**src/rtl/risc_fetch_unit.sv**
```systemverilog
// -----------------------------------------------------------------------------
// risc_fetch_unit
//
// Instruction fetch front end. Holds the PC, issues word reads to a
// synchronous instruction memory (1-cycle read latency), buffers the returned
// words in a 2-entry queue and presents the head entry to the decoder on a
// valid/ready interface. Supports branch redirect with flush and stops
// fetching once a HALT opcode is returned.
//
// Parameters
//   PC_W      PC / instruction-memory byte-address width
//   RESET_PC  PC loaded on reset (word aligned)
//   HALT_OP   opcode that stops fetching
//
// Ports
//   clk            single clock, rising edge
//   rst            asynchronous, active-high reset
//   imem_en        read strobe to instruction memory
//   imem_addr      word-aligned byte address of the read
//   imem_rdata     read data, valid the cycle after imem_en=1
//   instr_valid    head-of-queue instruction is available
//   instr_ready    decoder accepts the head this cycle
//   instr          head instruction word
//   opcode         instr[31:26]
//   instr_pc       PC of the head instruction
//   branch_taken   one-cycle redirect request
//   branch_target  redirect PC (bits [1:0] ignored)
//   halted         fetcher is in the HALTED state
// -----------------------------------------------------------------------------
module risc_fetch_unit #(
   parameter int              PC_W     = 16,
   parameter logic [PC_W-1:0] RESET_PC = '0,
   parameter logic [5:0]      HALT_OP  = 6'b111111
) (
   input  logic            clk,
   input  logic            rst,
   output logic            imem_en,
   output logic [PC_W-1:0] imem_addr,
   input  logic [31:0]     imem_rdata,
   output logic            instr_valid,
   input  logic            instr_ready,
   output logic [31:0]     instr,
   output logic [5:0]      opcode,
   output logic [PC_W-1:0] instr_pc,
   input  logic            branch_taken,
   input  logic [PC_W-1:0] branch_target,
   output logic            halted
);

   typedef enum logic [1:0] {
      S_IDLE   = 2'd0,
      S_FETCH  = 2'd1,
      S_HALTED = 2'd2
   } state_t;

   // ---------------------------------------------------------------------------
   // State
   // ---------------------------------------------------------------------------
   state_t          r_state;
   logic [PC_W-1:0] r_pc;
   logic            r_inflight;     // a read was issued last cycle; data is on imem_rdata now
   logic [PC_W-1:0] r_inflight_pc;  // PC of that read
   logic [1:0]      r_count;        // queue occupancy, 0..2
   logic [31:0]     r_q_instr [2];  // entry 0 is always the head
   logic [PC_W-1:0] r_q_pc    [2];

   // ---------------------------------------------------------------------------
   // Control
   // ---------------------------------------------------------------------------
   state_t          w_next_state;
   logic            w_push;
   logic            w_pop;
   logic            w_issue;
   logic            w_halt_hit;
   logic [2:0]      w_slots;
   logic [5:0]      w_ret_op;
   logic [PC_W-1:0] w_target;

   // Low two bits of the target are masked rather than sliced so the whole
   // port stays in use.
   assign w_target = branch_target & ~PC_W'(3);
   assign w_ret_op = imem_rdata[31:26];

   // NOTE: every signal written here gets a default first, so no path through
   // the block leaves a value unassigned and no latch is inferred.
   always_comb begin
      w_next_state = r_state;
      w_push       = 1'b0;
      w_pop        = 1'b0;
      w_issue      = 1'b0;
      w_halt_hit   = 1'b0;
      w_slots      = {1'b0, r_count} + {2'b00, r_inflight};

      // A returning read is kept only while still fetching and not being
      // flushed. A read issued in the cycle HALT was detected returns in
      // HALTED and is dropped here, which is how it gets squashed.
      w_push     = r_inflight && (r_state == S_FETCH) && !branch_taken;
      w_halt_hit = w_push && (w_ret_op == HALT_OP);

      // Redirect has priority over pop, enqueue and issue.
      w_pop = (r_count != 2'd0) && instr_ready && !branch_taken;

      // Queue entries plus the in-flight read must stay within 2 after this
      // cycle. The slot freed by a pop in this same cycle is counted, which
      // keeps one instruction per cycle flowing while the decoder is ready.
      if ((r_state == S_FETCH) && !branch_taken &&
          (w_slots < (3'd2 + {2'b00, w_pop}))) begin
         w_issue = 1'b1;
      end

      unique case (r_state)
         S_IDLE:   w_next_state = S_FETCH;
         S_FETCH: begin
            if (branch_taken)    w_next_state = S_FETCH;
            else if (w_halt_hit) w_next_state = S_HALTED;
         end
         S_HALTED: begin
            if (branch_taken) w_next_state = S_FETCH;
         end
         default:  w_next_state = S_IDLE;
      endcase
   end

   // ---------------------------------------------------------------------------
   // State register
   // ---------------------------------------------------------------------------
   // NOTE: sequential state is updated with non-blocking assignments so every
   // register samples the pre-edge values regardless of statement order.
   always_ff @(posedge clk or posedge rst) begin
      if (rst) r_state <= S_IDLE;
      else     r_state <= w_next_state;
   end

   // ---------------------------------------------------------------------------
   // PC and in-flight tag
   // ---------------------------------------------------------------------------
   always_ff @(posedge clk or posedge rst) begin
      if (rst) begin
         r_pc          <= RESET_PC;
         r_inflight    <= 1'b0;
         r_inflight_pc <= '0;
      end else begin
         if (branch_taken) r_pc <= w_target;
         else if (w_issue) r_pc <= r_pc + PC_W'(4);  // wraps modulo 2^PC_W

         r_inflight <= w_issue;
         if (w_issue) r_inflight_pc <= r_pc;
      end
   end

   // ---------------------------------------------------------------------------
   // 2-entry shift queue: entry 0 is the head, entry 1 the tail when full.
   // A flush only clears the count; stale data stays behind invisibly, and the
   // head outputs keep their last value while empty.
   // ---------------------------------------------------------------------------
   // NOTE: the two queue entries are reset because the head drives the
   // instruction outputs directly and those must read 0 out of reset.
   always_ff @(posedge clk or posedge rst) begin
      if (rst) begin
         r_count      <= 2'd0;
         r_q_instr[0] <= '0;
         r_q_instr[1] <= '0;
         r_q_pc[0]    <= '0;
         r_q_pc[1]    <= '0;
      end else if (branch_taken) begin
         r_count <= 2'd0;
      end else begin
         unique case ({w_push, w_pop})
            2'b10: begin
               if (r_count == 2'd0) begin
                  r_q_instr[0] <= imem_rdata;
                  r_q_pc[0]    <= r_inflight_pc;
               end else begin
                  r_q_instr[1] <= imem_rdata;
                  r_q_pc[1]    <= r_inflight_pc;
               end
               r_count <= r_count + 2'd1;
            end
            2'b01: begin
               if (r_count == 2'd2) begin
                  r_q_instr[0] <= r_q_instr[1];
                  r_q_pc[0]    <= r_q_pc[1];
               end
               r_count <= r_count - 2'd1;
            end
            2'b11: begin
               if (r_count == 2'd2) begin
                  r_q_instr[0] <= r_q_instr[1];
                  r_q_pc[0]    <= r_q_pc[1];
                  r_q_instr[1] <= imem_rdata;
                  r_q_pc[1]    <= r_inflight_pc;
               end else begin
                  r_q_instr[0] <= imem_rdata;
                  r_q_pc[0]    <= r_inflight_pc;
               end
            end
            default: ;
         endcase
      end
   end

   // ---------------------------------------------------------------------------
   // Outputs
   // ---------------------------------------------------------------------------
   assign imem_en     = w_issue;
   assign imem_addr   = r_pc;
   assign instr_valid = (r_count != 2'd0);
   assign instr       = r_q_instr[0];
   assign opcode      = r_q_instr[0][31:26];
   assign instr_pc    = r_q_pc[0];
   assign halted      = (r_state == S_HALTED);

endmodule

```
**config.mk**
```make
export PLATFORM = sky130hd
export DESIGN_NAME = risc_fetch_unit
export DESIGN_NICKNAME = d
export VERILOG_FILES = /design/src/rtl/risc_fetch_unit.sv
export SDC_FILE = /design/constraint.sdc
export NUM_CORES = 1
export LEC_CHECK = 0
export CAP_MARGIN = 20
export CORE_MARGIN = 8
export CORE_UTILIZATION = 30
export CTS_BUF_LIST = sky130_fd_sc_hd__clkbuf_2 sky130_fd_sc_hd__clkbuf_4 sky130_fd_sc_hd__clkbuf_8
export CTS_CLUSTER_SIZE = 16
export DETAILED_ROUTE_END_ITERATION = 10
export GPL_ROUTABILITY_DRIVEN = 0
export REMOVE_ABC_BUFFERS = 1
export SYNTH_ARGS = -nofsm -noshare
export SYNTH_HDL_FRONTEND = slang
export SYNTH_SLANG_ARGS = --single-unit
```
**constraint.sdc**
```tcl
create_clock -name clk -period 3.95 [get_ports clk]
set_input_delay 0.79 -clock clk [delete_from_list [all_inputs] [get_ports clk]]
set_output_delay 0.79 -clock clk [all_outputs]
set_load 0.01 [all_outputs]
```
# Word-level counts from Yosys, hierarchy flattened
# Index checks and enable logic that the tools add are counted.
[word_totals]
regBits = 133
latch_bits = 0
ram_bits = 0
mem_bits_ro = 0
input_bits = 52
out_inout_bits = 73
wordCells = 70
memories = 0
[classes]
n_addsub = 5
multipliers = 0
n_div = 0
n_lt_le_gt_ge = 1
eq_ne = 13
shifts = 0
mux = 23
bitwise = 1
reduce_logical = 18
[ops]
columns = ["op", "count"]
rows = [
  ["2-to-1 mux 32 bit", 5],
  ["2-to-1 mux 16 bit", 7],
  ["one-hot mux 32 bit (3 select lines)", 1],
  ["one-hot mux 32 bit (2 select lines)", 1],
  ["one-hot mux 16 bit (3 select lines)", 1],
  ["one-hot mux 16 bit (2 select lines)", 1],
  ["adder 16 x 3 -> 16 bit, second input constant", 1],
  ["inequality test 2 bit, second input constant", 5],
  ["equality test 2 bit, second input constant", 4],
  ["2-to-1 mux 2 bit", 4],
  ["AND reduction 4 bit", 2],
  ["logical AND 1 bit", 7],
  ["equality test 6 bit, second input constant", 1],
  ["one-hot mux 2 bit (3 select lines)", 1],
  ["nonzero test 2 bit", 3],
  ["nonzero test 3 bit", 2],
  ["equality test 2 x 1 -> 1 bit, second input constant", 2],
  ["logical NOT 2 bit", 2],
  ["one-hot mux 2 bit (2 select lines)", 1],
  ["adder 2 x 1 -> 3 bit", 1],
  ["adder 2 x 1 -> 3 bit, first input constant", 1],
  ["less-than comparator 3 bit", 1],
  ["inequality test 3 bit, second input constant", 1],
  ["adder 2 x 1 -> 2 bit, second input constant", 1],
  ["other kinds (5)", 5],
]

# Longest topological paths before layout
[depth]
ltp_word = 9
mapped_depth = 6
ltp_nobuf = 6

# Worst setup path after synthesis
# OpenSTA, ideal clock, no wires.
[synth_path]
kind = "input to register"
start = "input branch_taken"
end = "register r_q_instr, in the netlist instr[18]"
setup_time_ps = 125
arrival_ps = 2304
required_ps = 3825
path_slack_ps = 1521
cell_stages = 6
n_path_buf = 2
cell_sequence = "clkbuf_2 nand2b_1 nor3_4 buf_6 mux2_2 mux2_2"
[synth_between]
elab_chain_len = 5
word_cells_on_any_way = 12
classes_between = "5 x eq/ne; 1 x mux; 1 x bitwise; 5 x reduce/logical"
[synth_lines]
columns = ["element", "line_no", "source"]
rows = [
  ["from (decl)", "45", "input logic branch_taken,"],
  ["logical NOT 1 bit", "97, 101", ""],
  ["logical AND 1 bit (on tied branches)", "101, 97", ""],
  ["equality test 2 x 1 -> 1 bit or equality test 2 bit (tied branches)", "168", "unique case ({w_push, w_pop})"],
  ["inequality test 2 bit (no line) or nonzero test 3 bit (tied branches)", "--", ""],
  ["AND reduction 4 bit (no line)", "--", ""],
  ["to (decl)", "64", "logic [31:0] r_q_instr [2];"],
]
# Several ways; a longest one is shown, not always the timed one.
# A chain may end at the register's enable or synchronous reset.

# Worst setup path after layout
[layout_path]
start = "input instr_ready"
end = "output imem_en"
[layout_between]
elab_chain_len = 6
[layout_lines]
columns = ["element", "line_no", "source"]
rows = [
  ["from (decl)", "41", "input logic instr_ready,"],
  ["logical AND 1 bit (2 in a row)", "101", "w_pop = (r_count != 2'd0) && instr_ready && !branch_taken;"],
  ["adder 2 x 1 -> 3 bit", "107", "(w_slots < (3'd2 + {2'b00, w_pop}))) begin"],
  ["less-than comparator 3 bit", "107", ""],
  ["logical AND 1 bit", "106", "if ((r_state == S_FETCH) && !branch_taken &&"],
  ["2-to-1 mux 1 bit", "106", ""],
  ["to (decl)", "37", "output logic imem_en,"],
]
# Every way passes these cells.

==> results.sh <==
export IMPL_status="finished, final reports clean"
export IMPL_die_area_sq_um=25600
export IMPL_insertion_delay_ns=0.42
export IMPL_crit_type="in -> out"
export IMPL_finClkSkew_ns=0.0135
export IMPL_slew_headroom=0.599
export IMPL_dp_hpwl_um=9740
export IMPL_slew_viol_final=0
export IMPL_layout_setup_ws_ns=0.451
export IMPL_crit_family="buffers and inverters"
export IMPL_netlist_instances=475
export IMPL_cts_made_buffers=17
export IMPL_period_needed_ns=3.50
export IMPL_cp_startpoint="instr_ready"
export IMPL_yosysWarnings=0
export IMPL_worst_setup_path_end_kind="output port"
export IMPL_min_path_type="reg -> reg"
export IMPL_synth_cell_type_count=54
export IMPL_grt_usage=0.115
export IMPL_cpPeakStageDelay_ns=0.58
export IMPL_die_w_um=160
export IMPL_cpMostUsedCell="clkdlybuf4s50_1"
export IMPL_critPathArrivalTime_ns=2.71
export IMPL_avgSynthCellArea_sq_um=13.1
export IMPL_worstPathCellList="clkdlybuf4s50_1 -> nand2b_1 -> o21ai_2 -> nand3_1 -> inv_1 -> clkdlybuf4s50_1"
export IMPL_clkSinkCount=126
export IMPL_grt_max_degree=121
export IMPL_required_ns=3.16
export IMPL_power_density_nw_per_um2=567
export IMPL_vias=3927
export IMPL_fin_hold_ws_ns=0.504
export IMPL_synth_seq_cells=126
export IMPL_ys_seq_area_frac=0.507
export IMPL_initial_core_util=0.306
export IMPL_nets=603
export IMPL_remaining_drc_errors=0
export IMPL_synth_flop_cell="dfrtp_1"
export IMPL_ios=125
export IMPL_placed_cell_area_sq_um=7310
export IMPL_dpl_worst_slack_ns=0.484
export IMPL_worstHoldStart="r_q_pc[4]$_DFFE_PP0P_"
export IMPL_io_buffers=120
export IMPL_design_area_sq_um=7730
export IMPL_rsz0062_at_grt="false"
export IMPL_dieHeight_um=160
export IMPL_synth_edff_count=0
export IMPL_synth_area_sq_um=6220
export IMPL_drtIter0Drc=236
export IMPL_post_route_util=0.381
export IMPL_layout_common_cells="dfrtp_1 (126), mux2_2 (124), clkdlybuf4s50_1 (120), mux2_1 (28), clkbuf_8 (19)"
export IMPL_grt_antenna_before_repair=0
export IMPL_ant_nets=0
export IMPL_crit_buf_inv=3
export IMPL_cts_resized=0
export IMPL_tritoncts="built"
export IMPL_finalPower_mw=4.38
export IMPL_grt_overflow=0
export IMPL_placedCellCount=798
export IMPL_mostFrequentLayoutCell="dfrtp_1"
export IMPL_regToRegStartpoint="r_count[0]$_DFFE_PP0P_"
export IMPL_holdBufCountCts=0
export IMPL_fin_crit_sh=0.886
export IMPL_synthArstFlopShare=1.00
export IMPL_postCtsSetupBuffers=0
export IMPL_clockBufferDepth=2
export IMPL_critPathSlowestCell="clkdlybuf4s50_1"
export IMPL_clock_root_buffer="clkbuf_8"
export IMPL_worst_pin_slew_ns=0.602
export IMPL_ir_worst_vdd_v=0.000248
export IMPL_clk_pin_slew_worst_paths_ns=0.07
export IMPL_totalWireLength_um=14400
export IMPL_fmax_mhz=286
export IMPL_setup_viol=0
export IMPL_firstDrtPassIters=4
export IMPL_grt_pass1_vias=4311
export IMPL_worstSetupStartpointType="input port"
export IMPL_drv_cap=0
export IMPL_layout_drive_gt1_share=0.316
export IMPL_row_count=52
export IMPL_vias_per_cell=4.73
export IMPL_hold_violations=0
export IMPL_diodes=0
export IMPL_final_cells=831
export IMPL_cp_max_fo=9
export IMPL_p_leak_nw=3.11
export IMPL_grt_first_pass_wirelength_um=23600
export IMPL_avgRoutedWirePerCell_um=17.3
export IMPL_fp_coreArea_sq_um=20300
export IMPL_area_delta_synth_final_pct=24.4
export IMPL_htreeDepth=4
export IMPL_tns_ns=0
[registers in the layout, indices dropped and copies added, names as in the netlist]
register       count
imem_addr         14
instr             32
instr_pc          15
r_count            2
r_inflight         1
r_inflight_pc     14
r_q_instr         32
r_q_pc            14
r_state            2
[synth_stat cells, types with 2 or more instances]
cell | number | area [sq um]
o21ai_0 | 3 | 15.0
and3_1 | 2 | 12.5
dfrtp_1 | 126 | 3150
nand2b_1 | 3 | 18.8
a21oi_1 | 3 | 15.0
nor2b_1 | 5 | 31.3
ha_1 | 3 | 37.5
nand3_1 | 8 | 40.0
o311ai_0 | 7 | 61.3
buf_2 | 9 | 45.0
nand4b_1 | 2 | 17.5
mux2_2 | 124 | 1400
mux2_1 | 28 | 315
nor3_1 | 3 | 15.0
o21a_1 | 3 | 22.5
buf_4 | 60 | 450
buf_6 | 4 | 45.0
nor2_1 | 14 | 52.6
inv_1 | 4 | 15.0
a311oi_1 | 2 | 17.5
o41ai_1 | 3 | 26.3
nand4_1 | 4 | 25.0
nand2_1 | 13 | 48.8
and4_1 | 3 | 26.3
o311ai_1 | 3 | 26.3
a31oi_1 | 5 | 31.3
clkbuf_1 | 4 | 15.0
[layout make-up]
cell class,instances,area (sq um)
clock buffer,19,262
clock inverter,13,140
fill,1967,12600
inverter,5,23.8
multi-input combinational,267,2500
sequential,126,3150
tap,270,338
timing repair buffer,131,1320
[power breakdown]
| group | leakage [nW] | internal (mW) | switching (mW) |
|---|---|---|---|
| clock | 0.206 | 0.597 | 0.529 |
| sequential | 1.49 | 1.73 | 0.248 |
| combinational | 1.42 | 0.810 | 0.472 |
| total | 3.11 | 3.13 | 1.25 |
[path summary, 6_finish.rpt]
check | endpoint | slack [ns] | cells past startpoint
setup / recovery | imem_en | 0.45 | 6
hold / removal | r_q_pc[4]$_DFFE_PP0P_ | 0.50 | 1
setup reg to reg | imem_addr[12]$_DFFE_PP0P_ | 1.64 | 5
hold reg to reg | r_q_pc[4]$_DFFE_PP0P_ | 0.50 | 1
max in group asynchronous | r_q_pc[4]$_DFFE_PP0P_ | 2.46 | 3
min in group asynchronous | r_q_instr[21]$_DFFE_PP0P_ | 0.78 | 2
[kinds of logic after synthesis]
| kind of cell | Yosys count | synth area share |
|---|---|---|
| other cells | 1 | 0.000603 |
| fa+ha+maj | 3 | 0.00604 |
| buf+inv | 83 | 0.0932 |
| xor+xnor | 1 | 0.00141 |
| mux | 153 | 0.277 |
| simple gates | 69 | 0.0646 |
| compound gates | 39 | 0.0503 |
| flops | 126 | 0.507 |
[metal layers]
metal,up-vias,wire [um],track usage
li1,1816,-,-
met1,1993,6540,0.144
met2,107,6840,0.182
met3,11,870,0.0411
met4,0,155,0.0361
met5,-,0,0
Note: power is estimated with default switching activity, not from simulation.
